==> src/rtl/uart_bus_pkg.sv <==
// Shared command bytes, reply codes and state encodings for the UART-to-bus bridge.
package uart_bus_pkg;

    localparam logic [7:0] CMD_WRITE = 8'hA5;
    localparam logic [7:0] CMD_READ  = 8'h5A;
    localparam logic [7:0] RSP_OK    = 8'h4B;
    localparam logic [7:0] RSP_ERR   = 8'h45;

    typedef enum logic [2:0] {
        P_CMD,
        P_ADDR,
        P_DATA,
        P_BUS,
        P_RESP
    } parse_state_e;

    typedef enum logic [1:0] {
        RX_IDLE,
        RX_START,
        RX_DATA,
        RX_STOP
    } rx_state_e;

endpackage

==> src/rtl/uart_rx_byte.sv <==
// 8N1 UART receiver: 2-FF synchronizer, mid-bit sampling, glitch rejection on the start bit,
// one-cycle rx_valid / rx_frame_err pulses in the cycle after the stop-bit sample.
module uart_rx_byte
    import uart_bus_pkg::*;
#(
    parameter int unsigned BAUD_DIV = 434
) (
    input  logic       clk_i,
    input  logic       rst_i,
    input  logic       rx_pin,
    output logic [7:0] rx_data,
    output logic       rx_valid,
    output logic       rx_frame_err
);

    localparam logic [15:0] HALF_M1 = 16'(BAUD_DIV / 2 - 1);
    localparam logic [15:0] BIT_M1  = 16'(BAUD_DIV - 1);

    logic [1:0]  sync_q;
    logic        prev_q;
    logic        rx_s;
    rx_state_e   st_q, st_d;
    logic [15:0] cnt_q, cnt_d;
    logic [2:0]  bit_q, bit_d;
    logic [7:0]  shift_q, shift_d;
    logic [7:0]  data_q, data_d;
    logic        valid_q, valid_d;
    logic        err_q, err_d;

    assign rx_s = sync_q[1];

    always_ff @(posedge clk_i) begin
        if (rst_i) begin
            sync_q  <= 2'b11;
            prev_q  <= 1'b1;
            st_q    <= RX_IDLE;
            cnt_q   <= '0;
            bit_q   <= '0;
            shift_q <= '0;
            data_q  <= '0;
            valid_q <= 1'b0;
            err_q   <= 1'b0;
        end else begin
            sync_q  <= {sync_q[0], rx_pin};
            prev_q  <= rx_s;
            st_q    <= st_d;
            cnt_q   <= cnt_d;
            bit_q   <= bit_d;
            shift_q <= shift_d;
            data_q  <= data_d;
            valid_q <= valid_d;
            err_q   <= err_d;
        end
    end

    always_comb begin
        st_d    = st_q;
        cnt_d   = cnt_q;
        bit_d   = bit_q;
        shift_d = shift_q;
        data_d  = data_q;
        valid_d = 1'b0;
        err_d   = 1'b0;
        unique case (st_q)
            RX_IDLE: begin
                if (prev_q && !rx_s) begin
                    st_d  = RX_START;
                    cnt_d = '0;
                end
            end
            RX_START: begin
                if (cnt_q == HALF_M1) begin
                    // A line already back high at mid-start is a glitch.
                    st_d  = rx_s ? RX_IDLE : RX_DATA;
                    cnt_d = '0;
                    bit_d = '0;
                end else begin
                    cnt_d = cnt_q + 16'd1;
                end
            end
            RX_DATA: begin
                if (cnt_q == BIT_M1) begin
                    cnt_d   = '0;
                    shift_d = {rx_s, shift_q[7:1]};
                    bit_d   = bit_q + 3'd1;
                    if (bit_q == 3'd7) begin
                        st_d = RX_STOP;
                    end
                end else begin
                    cnt_d = cnt_q + 16'd1;
                end
            end
            RX_STOP: begin
                if (cnt_q == BIT_M1) begin
                    cnt_d = '0;
                    st_d  = RX_IDLE;
                    if (rx_s) begin
                        valid_d = 1'b1;
                        data_d  = shift_q;
                    end else begin
                        err_d = 1'b1;
                    end
                end else begin
                    cnt_d = cnt_q + 16'd1;
                end
            end
            default: st_d = RX_IDLE;
        endcase
    end

    assign rx_data      = data_q;
    assign rx_valid     = valid_q;
    assign rx_frame_err = err_q;

endmodule

==> src/rtl/uart_bus_master.sv <==
// UART-to-bus bridge: parses write/read command frames, runs one bus transfer, replies over TX.
// Optional inter-byte frame timeout enabled by defining UART_BUS_MASTER_TIMEOUT_EN.
module uart_bus_master
    import uart_bus_pkg::*;
#(
    parameter int unsigned BAUD_DIV      = 434,
    parameter int unsigned FRAME_TIMEOUT = 1000000
) (
    input  logic        clk_i,
    input  logic        rst_i,
    input  logic        rx_pin,
    output logic        tx_pin,
    output logic        req_o,
    output logic        we_o,
    output logic [31:0] addr_o,
    output logic [31:0] data_o,
    input  logic        ready_i,
    input  logic [31:0] data_i,
    output logic        busy_o
);

    localparam logic [15:0] BIT_M1 = 16'(BAUD_DIV - 1);

    logic [7:0] rx_data;
    logic       rx_valid;
    logic       rx_frame_err;

    uart_rx_byte #(
        .BAUD_DIV(BAUD_DIV)
    ) u_rx (
        .clk_i       (clk_i),
        .rst_i       (rst_i),
        .rx_pin      (rx_pin),
        .rx_data     (rx_data),
        .rx_valid    (rx_valid),
        .rx_frame_err(rx_frame_err)
    );

    parse_state_e state_q, state_d;
    logic         we_q, we_d;
    logic [1:0]   byte_cnt_q, byte_cnt_d;
    logic [31:0]  addr_q, addr_d;
    logic [31:0]  data_q, data_d;
    logic         req_q, req_d;
    logic [31:0]  resp_q, resp_d;
    logic [2:0]   resp_left_q, resp_left_d;
    logic         tx_q, tx_d;
    logic         tx_active_q, tx_active_d;
    logic [3:0]   tx_bit_q, tx_bit_d;
    logic [15:0]  tx_baud_q, tx_baud_d;
    logic [7:0]   tx_byte_q, tx_byte_d;
    logic         load_tx;

`ifdef UART_BUS_MASTER_TIMEOUT_EN
    logic [31:0] to_cnt_q;
    logic        in_frame;
    logic        to_expired;

    assign in_frame   = (state_q == P_ADDR) || (state_q == P_DATA);
    assign to_expired = in_frame && !rx_valid && (to_cnt_q == 32'(FRAME_TIMEOUT - 1));

    always_ff @(posedge clk_i) begin
        if (rst_i || !in_frame || rx_valid || to_expired) begin
            to_cnt_q <= '0;
        end else begin
            to_cnt_q <= to_cnt_q + 32'd1;
        end
    end
`else
    logic unused_frame_timeout;
    assign unused_frame_timeout = ^FRAME_TIMEOUT;
`endif

    always_ff @(posedge clk_i) begin
        if (rst_i) begin
            state_q     <= P_CMD;
            we_q        <= 1'b0;
            byte_cnt_q  <= '0;
            addr_q      <= '0;
            data_q      <= '0;
            req_q       <= 1'b0;
            resp_q      <= '0;
            resp_left_q <= '0;
            tx_q        <= 1'b1;
            tx_active_q <= 1'b0;
            tx_bit_q    <= '0;
            tx_baud_q   <= '0;
            tx_byte_q   <= '0;
        end else begin
            state_q     <= state_d;
            we_q        <= we_d;
            byte_cnt_q  <= byte_cnt_d;
            addr_q      <= addr_d;
            data_q      <= data_d;
            req_q       <= req_d;
            resp_q      <= resp_d;
            resp_left_q <= resp_left_d;
            tx_q        <= tx_d;
            tx_active_q <= tx_active_d;
            tx_bit_q    <= tx_bit_d;
            tx_baud_q   <= tx_baud_d;
            tx_byte_q   <= tx_byte_d;
        end
    end

    always_comb begin
        state_d     = state_q;
        we_d        = we_q;
        byte_cnt_d  = byte_cnt_q;
        addr_d      = addr_q;
        data_d      = data_q;
        req_d       = req_q;
        resp_d      = resp_q;
        resp_left_d = resp_left_q;
        tx_d        = tx_q;
        tx_active_d = tx_active_q;
        tx_bit_d    = tx_bit_q;
        tx_baud_d   = tx_baud_q;
        tx_byte_d   = tx_byte_q;
        load_tx     = 1'b0;
        unique case (state_q)
            P_CMD: begin
                if (rx_valid) begin
                    if (rx_data == CMD_WRITE || rx_data == CMD_READ) begin
                        we_d       = (rx_data == CMD_WRITE);
                        byte_cnt_d = '0;
                        state_d    = P_ADDR;
                    end else begin
                        resp_d      = {24'h0, RSP_ERR};
                        resp_left_d = 3'd1;
                        state_d     = P_RESP;
                    end
                end
            end
            P_ADDR: begin
                if (rx_frame_err) begin
                    state_d = P_CMD;
                end else if (rx_valid) begin
                    addr_d     = {rx_data, addr_q[31:8]};
                    byte_cnt_d = byte_cnt_q + 2'd1;
                    if (byte_cnt_q == 2'd3) begin
                        if (we_q) begin
                            state_d = P_DATA;
                        end else begin
                            state_d = P_BUS;
                            req_d   = 1'b1;
                        end
                    end
                end
            end
            P_DATA: begin
                if (rx_frame_err) begin
                    state_d = P_CMD;
                end else if (rx_valid) begin
                    data_d     = {rx_data, data_q[31:8]};
                    byte_cnt_d = byte_cnt_q + 2'd1;
                    if (byte_cnt_q == 2'd3) begin
                        state_d = P_BUS;
                        req_d   = 1'b1;
                    end
                end
            end
            P_BUS: begin
                if (req_q && ready_i) begin
                    req_d   = 1'b0;
                    state_d = P_RESP;
                    if (we_q) begin
                        resp_d      = {24'h0, RSP_OK};
                        resp_left_d = 3'd1;
                    end else begin
                        resp_d      = data_i;
                        resp_left_d = 3'd4;
                    end
                end
            end
            P_RESP: begin
                if (!tx_active_q) begin
                    load_tx = 1'b1;
                end else if (tx_baud_q == BIT_M1) begin
                    tx_baud_d = '0;
                    if (tx_bit_q == 4'd9) begin
                        // End of stop bit: chain the next byte with no idle gap.
                        if (resp_left_q != 3'd0) begin
                            load_tx = 1'b1;
                        end else begin
                            tx_active_d = 1'b0;
                            state_d     = P_CMD;
                        end
                    end else begin
                        tx_bit_d = tx_bit_q + 4'd1;
                        tx_d     = (tx_bit_q == 4'd8) ? 1'b1 : tx_byte_q[tx_bit_q[2:0]];
                    end
                end else begin
                    tx_baud_d = tx_baud_q + 16'd1;
                end
            end
            default: state_d = P_CMD;
        endcase

        if (load_tx) begin
            tx_byte_d   = resp_q[7:0];
            resp_d      = {8'h00, resp_q[31:8]};
            resp_left_d = resp_left_q - 3'd1;
            tx_active_d = 1'b1;
            tx_bit_d    = '0;
            tx_baud_d   = '0;
            tx_d        = 1'b0;
        end

`ifdef UART_BUS_MASTER_TIMEOUT_EN
        if (to_expired) begin
            state_d = P_CMD;
        end
`endif
    end

    assign tx_pin = tx_q;
    assign req_o  = req_q;
    assign we_o   = we_q;
    assign addr_o = addr_q;
    assign data_o = data_q;
    assign busy_o = (state_q != P_CMD) || tx_active_q;

endmodule

==> config.mk <==
export PLATFORM = sky130hd
export DESIGN_NAME = uart_bus_master
export DESIGN_NICKNAME = d
export VERILOG_FILES = /design/src/rtl/uart_bus_pkg.sv /design/src/rtl/uart_rx_byte.sv /design/src/rtl/uart_bus_master.sv
export SDC_FILE = /design/constraint.sdc
export NUM_CORES = 1
export LEC_CHECK = 0
export ABC_AREA = 1
export BUFFER_PORTS_ARGS = -buffer_cell sky130_fd_sc_hd__buf_2
export CAP_MARGIN = 0
export CORE_MARGIN = 1.5
export CORE_UTILIZATION = 44
export CTS_CLUSTER_SIZE = 20
export DETAILED_ROUTE_END_ITERATION = 6
export PLACE_DENSITY = 0.74
export SYNTH_ARGS = -nofsm -noshare
export SYNTH_HDL_FRONTEND = slang
export SYNTH_HIERARCHICAL = 1
export SYNTH_SLANG_ARGS = --single-unit
==> constraint.sdc <==
create_clock -name clk_i -period 5.1 [get_ports clk_i]
set_input_delay 0.51 -clock clk_i [delete_from_list [all_inputs] [get_ports clk_i]]
set_output_delay 0.51 -clock clk_i [all_outputs]
set_load 0.05 [all_outputs]
## Word-level counts from Yosys, hierarchy flattened

Cells that the tools add are included.

| word-level totals | value |
|---|---|
| logic and storage cells | 192 |
| input port bits | 36 |
| register bits | 178 |
| output and inout port bits | 68 |

| cells by class | value |
|---|---|
| bitwise operators | 4 |
| magnitude comparators | 1 |
| reductions and logical operators | 36 |
| add/subtract/negate cells | 6 |
| eq/ne operators | 46 |
| multiplexer cells | 76 |

Operator list:

| kind | number |
|---|---|
| $mux W32 | 4 |
| $mux W16 | 4 |
| $pmux W32 S2 | 1 |
| $mux W3 | 20 |
| $pmux W16 S3 | 1 |
| $add A16 B1 Y16 const B | 2 |
| $eq A16 B9 Y1 const B | 2 |
| $mux W1 | 28 |
| $ne A2 B2 Y1 const B | 14 |
| $mux W24 | 1 |
| $mux W2 | 10 |
| $ne A2 B1 Y1 const B | 9 |
| $eq A16 B8 Y1 const B | 1 |
| $reduce_and A4 Y1 | 4 |
| $pmux W3 S5 | 1 |
| $reduce_and A3 Y1 | 5 |
| $pmux W3 S2 | 2 |
| $reduce_bool A2 Y1 | 6 |
| $reduce_bool A3 Y1 | 4 |
| $reduce_and A10 Y1 | 1 |
| $reduce_and A5 Y1 | 2 |
| $ne A3 B2 Y1 const B | 3 |
| $reduce_and A9 Y1 | 1 |
| $eq A4 B4 Y1 const B | 2 |
| other kinds (27) | 41 |

## Depth between registers and ports, before layout

Gate-level depths: netlist of run 1.

| depth | value |
|---|---|
| depth after elaboration | 8 |
| depth in mapped cells | 13 |

## By module

The synthesis of run 1 kept the hierarchy.

By module, submodules not included:

| module | instances | seq. area each (µm²) | area an instance (µm²) | cells each |
|---|---|---|---|---|
| uart_bus_master | 1 | 2722.6 | 6075.8 | 859 |
| uart_rx_byte | 1 | 840.8 | 2097.0 | 301 |

## Least setup slack after synthesis of run 1

No wires, ideal clock.

| path | value |
|---|---|
| path kind | register -> register |
| from | register resp_left_q[0] |
| to | register resp_q[14] |
| slack | 3.444 ns |
| clock period less this slack | 1.656 ns |
| stages on the path, launching flop included | 11 |
| required time | 4.990 ns |
| arrival | 1.547 ns |
| path buffers | 1 |
| path through | dfxtp_1 > inv_1 > ha_1 > ha_1 > o21ai_2 > nand3_4 > buf_2 > nand3_1 > nand3_1 > nand2_1 > inv_1 |

| between the ends | value |
|---|---|
| cells in the longest elaborated chain, start to end | 8 |
| elaborated cells between the ends (all ways) | 12 |
| those cells by class | eq/ne (3); mux (6); reduce/logical (3) |

Ends and longest elaborated chain:

| element | line | RTL |
|---|---|---|
| start: declaration | uart_bus_master.sv:46 | `logic [2:0] resp_left_q, resp_left_d;` |
| start signal: assignment | uart_bus_master.sv:97 | `resp_left_q <= resp_left_d;` |
| $reduce_bool A3 Y1 * | uart_bus_master.sv:183 | `if (resp_left_q != 3'd0) begin` |
| $mux W1 * | uart_bus_master.sv:183 |  |
| $mux W1 * | uart_bus_master.sv:181 | `if (tx_bit_q == 4'd9) begin` |
| $mux W1 * | uart_bus_master.sv:179 | `end else if (tx_baud_q == BIT_M1) begin` |
| $mux W1 * | uart_bus_master.sv:177 | `if (!tx_active_q) begin` |
| $mux W1 * | uart_bus_master.sv:121 | `unique case (state_q)` |
| $ne A3 B2 Y1 (no line) (tied with other cells) | - |  |
| $reduce_and A4 Y1 (no line) | - |  |
| end signal: assignment | uart_bus_master.sv:96 | `resp_q <= resp_d;` |
| end: declaration | uart_bus_master.sv:45 | `logic [31:0] resp_q, resp_d;` |

Mark *: on every way between the ends. The rest lies on a longest branch, timed or not.
A chain may end at the register's enable or synchronous reset.

## Final worst setup path of run 1

| path | value |
|---|---|
| from | register state_q[0] |
| to | register tx_baud_q[5] |

| between the ends | value |
|---|---|
| cells in the longest elaborated chain, start to end | 3 |
| elaborated cells between the ends (all ways) | 4 |
| those cells by class | eq/ne (1); mux (1); reduce/logical (2) |

Ends and longest elaborated chain:

| element | line | RTL |
|---|---|---|
| start: declaration | uart_bus_master.sv:39 | `parse_state_e state_q, state_d;` |
| start signal: assignment | uart_bus_master.sv:90 | `state_q <= state_d;` |
| $eq A3 B3 Y1 * | uart_bus_master.sv:121 |  |
| $mux W1 | uart_bus_master.sv:121 |  |
| $reduce_or A2 Y1 (no line) | - |  |
| end signal: assignment | uart_bus_master.sv:101 | `tx_baud_q <= tx_baud_d;` |
| end: declaration | uart_bus_master.sv:50 | `logic [15:0] tx_baud_q, tx_baud_d;` |

Marks and branches as above.

==> impl_metrics.tcl, run 1 <==
set metrics [dict create \
    clock_path_buffers 2 \
    drc 2 \
    grt.total_usage 0.204 \
    hold_ws_ns 0.256 \
    synth_top_flop_cell "dfxtp_1" \
    synthCells 1160 \
    die_area_um2 19400 \
    slowest_delay_ns 0.53 \
    ir_drop_uv 316 \
    first_global_vias 6892 \
    die_h_um 139 \
    layout.cells.non_filler 1479 \
    worstPathArrival_ns 3.17 \
    min-delay-start "rx_pin" \
    worstPathMaxFanout 37 \
    die_x_um 139 \
    yosys_warnings 6 \
    final_antenna_net_count 0 \
    hold_violations 0 \
    h-tree-depth 4 \
    cts_sinks 178 \
    initial_core_util 0.452 \
    fin_nets 1285 \
    min_to "u_rx/sync_q[0]" \
    ys_seq_area_frac 0.436 \
    reg2reg_from "state_q[0]" \
    gp_congestion 0.907 \
    async_reset_ff_frac 0 \
    clkTransAtPathRegs_ns 0.07 \
    crit_required_ns 5.41 \
    totalWireLength_mm 19.4 \
    p_comb_frac 0.207 \
    grt_antenna_before_repair 2 \
    hold_path_depth 2 \
    path_cells "inv_2 -> nand3_2 -> inv_2 -> nand2_2 -> o21ai_2 -> buf_4 -> nand3_4 -> nand2_2 -> inv_1 -> o21ai_2 -> nor2_1" \
    slew-limit-headroom 0.379 \
    dpl.hpwl_mm 13.5 \
    tns_ns 0 \
    hold_buffers 0 \
    viasPerCell 5.12 \
    clk_latency_ns 0.44 \
    first_pass_iters 7 \
    root_buffer "clkbuf_16" \
    intPower_uw 2340 \
    min_period_ns 2.85 \
    start_kind "register" \
    rr_endpoint "tx_baud_q[5]" \
    grt_max_degree 97 \
    clock.fmax_ghz 0.350 \
    dr_total_vias 7571 \
    globalRouteOverflowTotal 0 \
    p_switching_uw 1220 \
    core_area_um2 18100 \
    rows 49 \
    slowest_stage "nand2_2" \
    hp-class "input pin to register" \
    first_iter_violations 436 \
    synth-edff-count 0 \
    rrSetupSlack_ns 2.25 \
    seqPwrFrac 0.428 \
    rsz0062_at_grt "false" \
    clockPowerShare 0.365 \
    finalCritPeriodShare 0.559 \
    wl_per_cell_um 13.1 \
    yosys_register_bits 178 \
    status "complete, but fails checks" \
    syn_avg_cell_area_um2 7.05 \
    p_per_area_nw_per_um2 379 \
    finalSetupViolations 0 \
    grt_pass1_wl_mm 32.9 \
    worstSetupEndpointType "register" \
    place_inst 1446 \
    p_sw_frac 0.343 \
    fin_ws_ns 2.25 \
    num_io_pins 104 \
    r2r_cells 11 \
    pre_cts_slack_ns 2.25 \
    syn_area_um2 8170 \
    synth.net_count 1209 \
    final_util 0.518 \
    worst_pin_slew_ns 0.931 \
    numCtsBuffers 17 \
    finClkSkew_ns 0.0124 \
    tritoncts "done" \
    syn_to_final_growth_pct 14.7 \
    ys_types 41 \
    p_leak_uw 0.00432 \
    drv_slew 0 \
    io_buffers 103 \
    cts-resized-gates 0 \
    max_cap_viol_count 0 \
    cts_setup_buffers 0 \
    critPathKind "register to register" \
    violations "design-rule violations" \
    drive_gt1_frac 0.151 \
]
[layer usage]
layer,vias up,track usage,wire length [um]
li1,3962,-,-
met1,3444,0.258,8940
met2,142,0.346,9420
met3,21,0.0403,739
met4,2,0.0733,284
met5,-,0,10
[cell type report]
| class | instances | area [um2] |
|---|---|---|
| fill | 1710 | 8710 |
| multi-input combinational | 816 | 3950 |
| sequential | 178 | 3560 |
| timing repair buffer | 107 | 546 |
| clock buffer | 18 | 439 |
| inverter | 116 | 435 |
| tap | 229 | 287 |
| clock inverter | 14 | 153 |
| antenna | 1 | 2.50 |
[power groups by stage]
stage | registers, uW | logic, uW | clock network, uW
6_report | 1520 | 737 | 1300
5_1_grt | 1530 | 844 | 1380
3_5_place_dp | 1550 | 739 | 0
3_3_place_gp | 1550 | 728 | 0
2_1_floorplan | 1540 | 589 | 0
4_1_cts | 1520 | 740 | 1320
[critical path, delay by kind of cell, from the launching register on]
family | cells | cell delay, ns
flops | 1 | 0.34
compound gates | 2 | 0.19
simple gates | 5 | 1.20
buf+inv | 4 | 0.97
[sequential cells by signal, summed over array words and instances (netlist names), named ones only]
signal             cells
u_rx/rx_valid          1
addr_o                32
state_q                3
req_o                  1
u_rx/rx_frame_err      1
u_rx/sync_q            2
data_o                32
u_rx/cnt_q            16
u_rx/shift_q           8
resp_left_q            3
u_rx/prev_q            1
tx_pin                 1
resp_q                32
byte_cnt_q             2
u_rx/rx_data           8
tx_baud_q             16
tx_bit_q               4
u_rx/bit_q             3
tx_byte_q              8
u_rx/st_q              1
we_o                   1
tx_active_q            1
[Yosys cell counts (4+ instances only)]
cell type	number	area, um2
xor2_1	6	52.6
clkbuf_1	29	109
nand2_2	13	81.3
dfxtp_1	178	3560
nand4_1	42	263
buf_2	15	75.1
a21oi_1	93	465
inv_1	105	394
nand2_4	4	45.0
inv_2	10	37.5
ha_1	13	163
nand2_1	194	728
nand3_1	106	531
nor2_4	4	45.0
nor2_1	187	702
o21ai_0	98	490
nor3_1	25	125
[kinds of logic (layout without fill, tap and decap cells)]
kind of cell / count (synthesis) / after routing / share of synthesized area
flip-flops: 178 / 178 / 0.436
buffers and inverters: 166 / 255 / 0.0813
other: 0 / 1 / 0
adder cells (fa/ha/maj): 13 / 13 / 0.0199
AND/OR/NAND/NOR: 591 / 591 / 0.325
AO/OA/AOI/OAI: 205 / 205 / 0.130
XOR/XNOR: 7 / 7 / 0.00750
[through the flow]
| stage | power [uW] | cell area, um2 |
|---|---|---|
| 3_3_place_gp | 2280 | 8780 |
| 2_1_floorplan | 2130 | 8170 |
| 4_1_cts | 3580 | 9370 |
| 5_1_grt | 3750 | 9380 |
| 6_report | 3560 | 9380 |
| 3_5_place_dp | 2290 | 8780 |
[worst max path at each step]
stage                    from            to  slack, ns  cells past startpoint
6_report           state_q[0]  tx_baud_q[5]       2.25                     11
5_1_grt            state_q[0]  tx_baud_q[4]       1.91                     11
4_1_cts            state_q[0]  tx_baud_q[4]       2.25                     11
3_5_place_dp       state_q[0]  tx_baud_q[5]       2.25                     11
3_3_place_gp       state_q[0]  tx_baud_q[5]       2.34                     11
2_1_floorplan  resp_left_q[0]    resp_q[14]       3.44                     10
[layout by cell type (no fill, tap or decap), types with 2 or more instances in the layout]
master     netlist  layout
buf_2           15     103
inv_6            0       3
nor3_1          25      25
or2_2            3       3
inv_1          105     104
inv_8            0       6
nand3_2          3       3
a21oi_1         93      93
dfxtp_1        178     178
nand4_1         42      42
nand2_1        194     194
clkinv_8         0       2
xor2_1           6       6
o21ai_2          3       3
o211ai_1         2       2
nand2_4          4       4
clkinv_4         0       3
nand2_2         13      13
nand3b_1         2       2
clkbuf_16        0      17
buf_4            2       4
o21ai_1          3       3
o21ai_0         98      98
inv_2           10      11
ha_1            13      13
nand3_1        106     106
nor2_4           4       4
nor2_2           2       4
nor2_1         187     185
(Power assumes the default switching activity.)
==> inputs of run 2 (changes only) <==
ABC_AREA = 0   (was 1)
PLACE_DENSITY = 0.75   (was 0.74)
clock period = 2.8 ns   (was 5.1 ns; I/O delays follow)
==> run 2 against run 1 <==
  * The run now ends clean
  * Clock skew decreased by 0.0018 ns
  * Area after synthesis decreased by 8.0%
  * Global-route usage decreased by 1.4 points
  * Non-clock buffer count increased by 19
  * Sequential power increased by 68%
  * Maximum frequency increased by 15%
  * Sequential cell count unchanged
  * Clock-buffer cell count increased by 1
  * Register-to-register slack got worse by 1.9 ns
  * Routed wire length decreased by 13%
  * Critical endpoint is now u_rx/cnt_q[15]
==> impl_metrics.tcl, run 2 <==
set metrics [dict create \
    hold_ws_ns 0.0336 \
    rrSetupSlack_ns 0.31 \
    path_cells "ha_1 -> or4bb_1 -> nor4_2 -> o22ai_1 -> a31oi_1 -> o21ai_0" \
    worstPathMaxFanout 15 \
    fill_cells 1525 \
    synth-edff-count 0 \
    globalRouteOverflowTotal 0 \
    synth.net_count 967 \
    drv_slew 0 \
    n_antenna_cell 0 \
    rsz0062_at_grt "false" \
    gp_congestion 0.820 \
    wl_per_cell_um 13.7 \
    synth_area_leaders "dfxtp_1 47%, nand2_1 10%, a21oi_1 8.4%" \
    fin_ws_ns 0.308 \
    drive_gt1_frac 0.171 \
    synth_top_flop_cell "dfxtp_1" \
    slew-limit-headroom 0.222 \
    min_period_ns 2.49 \
    status "completed" \
    grt_max_degree 97 \
    min-delay-start "rx_pin" \
    synthCells 918 \
    final_common_cell "nand2_1" \
    worstPathArrival_ns 2.81 \
    finalCritPeriodShare 0.890 \
    die_area_um2 17900 \
    cts-resized-gates 0 \
    final_cell_mix "204 x nand2_1, 178 x dfxtp_1, 126 x a21oi_1" \
    syn_area_um2 7520 \
    tns_ns 0 \
    r2r_cells 6 \
    dr_total_vias 6574 \
    first_pass_iters 4 \
    fin_nets 1052 \
    syn_avg_cell_area_um2 8.19 \
    place_area_um2 8220 \
    design_area_um2 8830 \
    first_global_vias 5959 \
    worst_pin_slew_ns 1.17 \
    worstSetupEndpointType "register" \
    syn_to_final_growth_pct 17.4 \
    first_iter_violations 442 \
    crit_required_ns 3.12 \
    numCtsBuffers 17 \
    yosys_warnings 6 \
    min_to "u_rx/sync_q[0]" \
    clkTransAtPathRegs_ns 0.07 \
    async_reset_ff_frac 0 \
    slowest_stage "or4bb_1" \
    hold_buffers 0 \
    core_area_um2 16600 \
    ir_drop_uv 444 \
    synth.cells.most_frequent "204 x nand2_1, 178 x dfxtp_1, 126 x a21oi_1" \
    pre_cts_slack_ns 0.337 \
    hold_violations 0 \
    h-tree-depth 4 \
    viasPerCell 5.32 \
    totalWireLength_mm 16.9 \
    grt_antenna_before_repair 0 \
    initial_core_util 0.452 \
    io_buffers 103 \
    die_h_um 134 \
    clock.fmax_ghz 0.401 \
    root_buffer "clkbuf_16" \
    reg2reg_from "u_rx/cnt_q[0]" \
    die_x_um 134 \
    cts_setup_buffers 0 \
    ys_types 61 \
    start_kind "register" \
    max_cap_viol_count 0 \
    clock_path_buffers 2 \
    slowest_delay_ns 0.52 \
    final_antenna_net_count 0 \
    cts_sinks 178 \
    final_util 0.530 \
    synth.most_common_cell "nand2_1" \
    hp-class "input pin to register" \
    grt_pass1_wl_mm 28.1 \
    finalSetupViolations 0 \
    hold_path_depth 2 \
    drc 0 \
    p_per_area_nw_per_um2 583 \
    num_io_pins 104 \
    clk_latency_ns 0.43 \
    dpl.hpwl_mm 11.2 \
    tritoncts "done" \
    rows 47 \
    grt.total_usage 0.190 \
    critPathKind "register to register" \
    p_leak_uw 0.00327 \
    yosys_register_bits 178 \
    synth_top_area_share 0.474 \
    yosysTopAreaCell "dfxtp_1" \
    ys_seq_area_frac 0.474 \
    rr_endpoint "u_rx/cnt_q[15]" \
    finClkSkew_ns 0.0106 \
]
## run 2: how the worst max path moves through the flow
| stage | startpoint | end | depth (start not counted) |
|---|---|---|---|
| global route | u_rx/cnt_q[0] | u_rx/cnt_q[15] | 6 |
| finish | u_rx/cnt_q[0] | u_rx/cnt_q[15] | 6 |
| global placement | u_rx/cnt_q[0] | u_rx/cnt_q[4] | 6 |
| floorplan | u_rx/cnt_q[0] | u_rx/cnt_q[9] | 7 |
| CTS | u_rx/cnt_q[0] | u_rx/cnt_q[15] | 6 |
| detailed placement | u_rx/cnt_q[0] | u_rx/cnt_q[15] | 6 |
## run 2: cells by family (layout without fill, tap and decap cells)
group / after synthesis / after routing / synth area share
compound gates: 204 / 204 / 0.158
xor+xnor: 17 / 17 / 0.0198
fa+ha+maj: 13 / 13 / 0.0216
buf+inv: 90 / 188 / 0.0526
flops: 178 / 178 / 0.474
mux: 15 / 15 / 0.0233
simple gates: 401 / 401 / 0.251
## run 2: stage by stage
step | power [uW] | instances
final | 5140 | 1236
after global routing | 5320 | 1236
after CTS | 5190 | 1236
after detailed placement | 2760 | 1204
after global placement | 2760 | 1204
after floorplan | 2700 | 918
## run 2: worst max-delay path: cells and delay by family (launching register included)
family	cells	cell delay (ns)
and+or+nand+nor	2	0.90
AOI/OAI and AO/OA	3	0.87
DFF	1	0.44
adders and majority gates	1	0.17
## run 2: area by class of cell
| class | count | area [um2] | area share |
|---|---|---|---|
| inverter | 30 | 113 | 0.0128 |
| multi-input combinational | 650 | 3560 | 0.403 |
| sequential | 178 | 3560 | 0.404 |
| tap | 220 | 275 | 0.0312 |
| clock buffer | 19 | 443 | 0.0502 |
| timing repair buffer | 126 | 703 | 0.0797 |
| clock inverter | 13 | 168 | 0.0190 |
## run 2: routing by layer
| layer | track usage | wire length (um) | vias up |
|---|---|---|---|
| li1 | - | - | 3344 |
| met1 | 0.245 | 7710 | 3092 |
| met2 | 0.313 | 8270 | 111 |
| met3 | 0.0407 | 567 | 27 |
| met4 | 0.0737 | 369 | 0 |
| met5 | 0 | 0 | - |
## run 2: power breakdown
group / leakage (uW) / internal [uW] / switching [uW] / total, uW
registers: 0.00143 / 2540 / 9.43 / 2550
logic: 0.00154 / 53.2 / 106 / 159
clock network: 0.000290 / 1380 / 1060 / 2440
total: 0.00327 / 3970 / 1180 / 5140
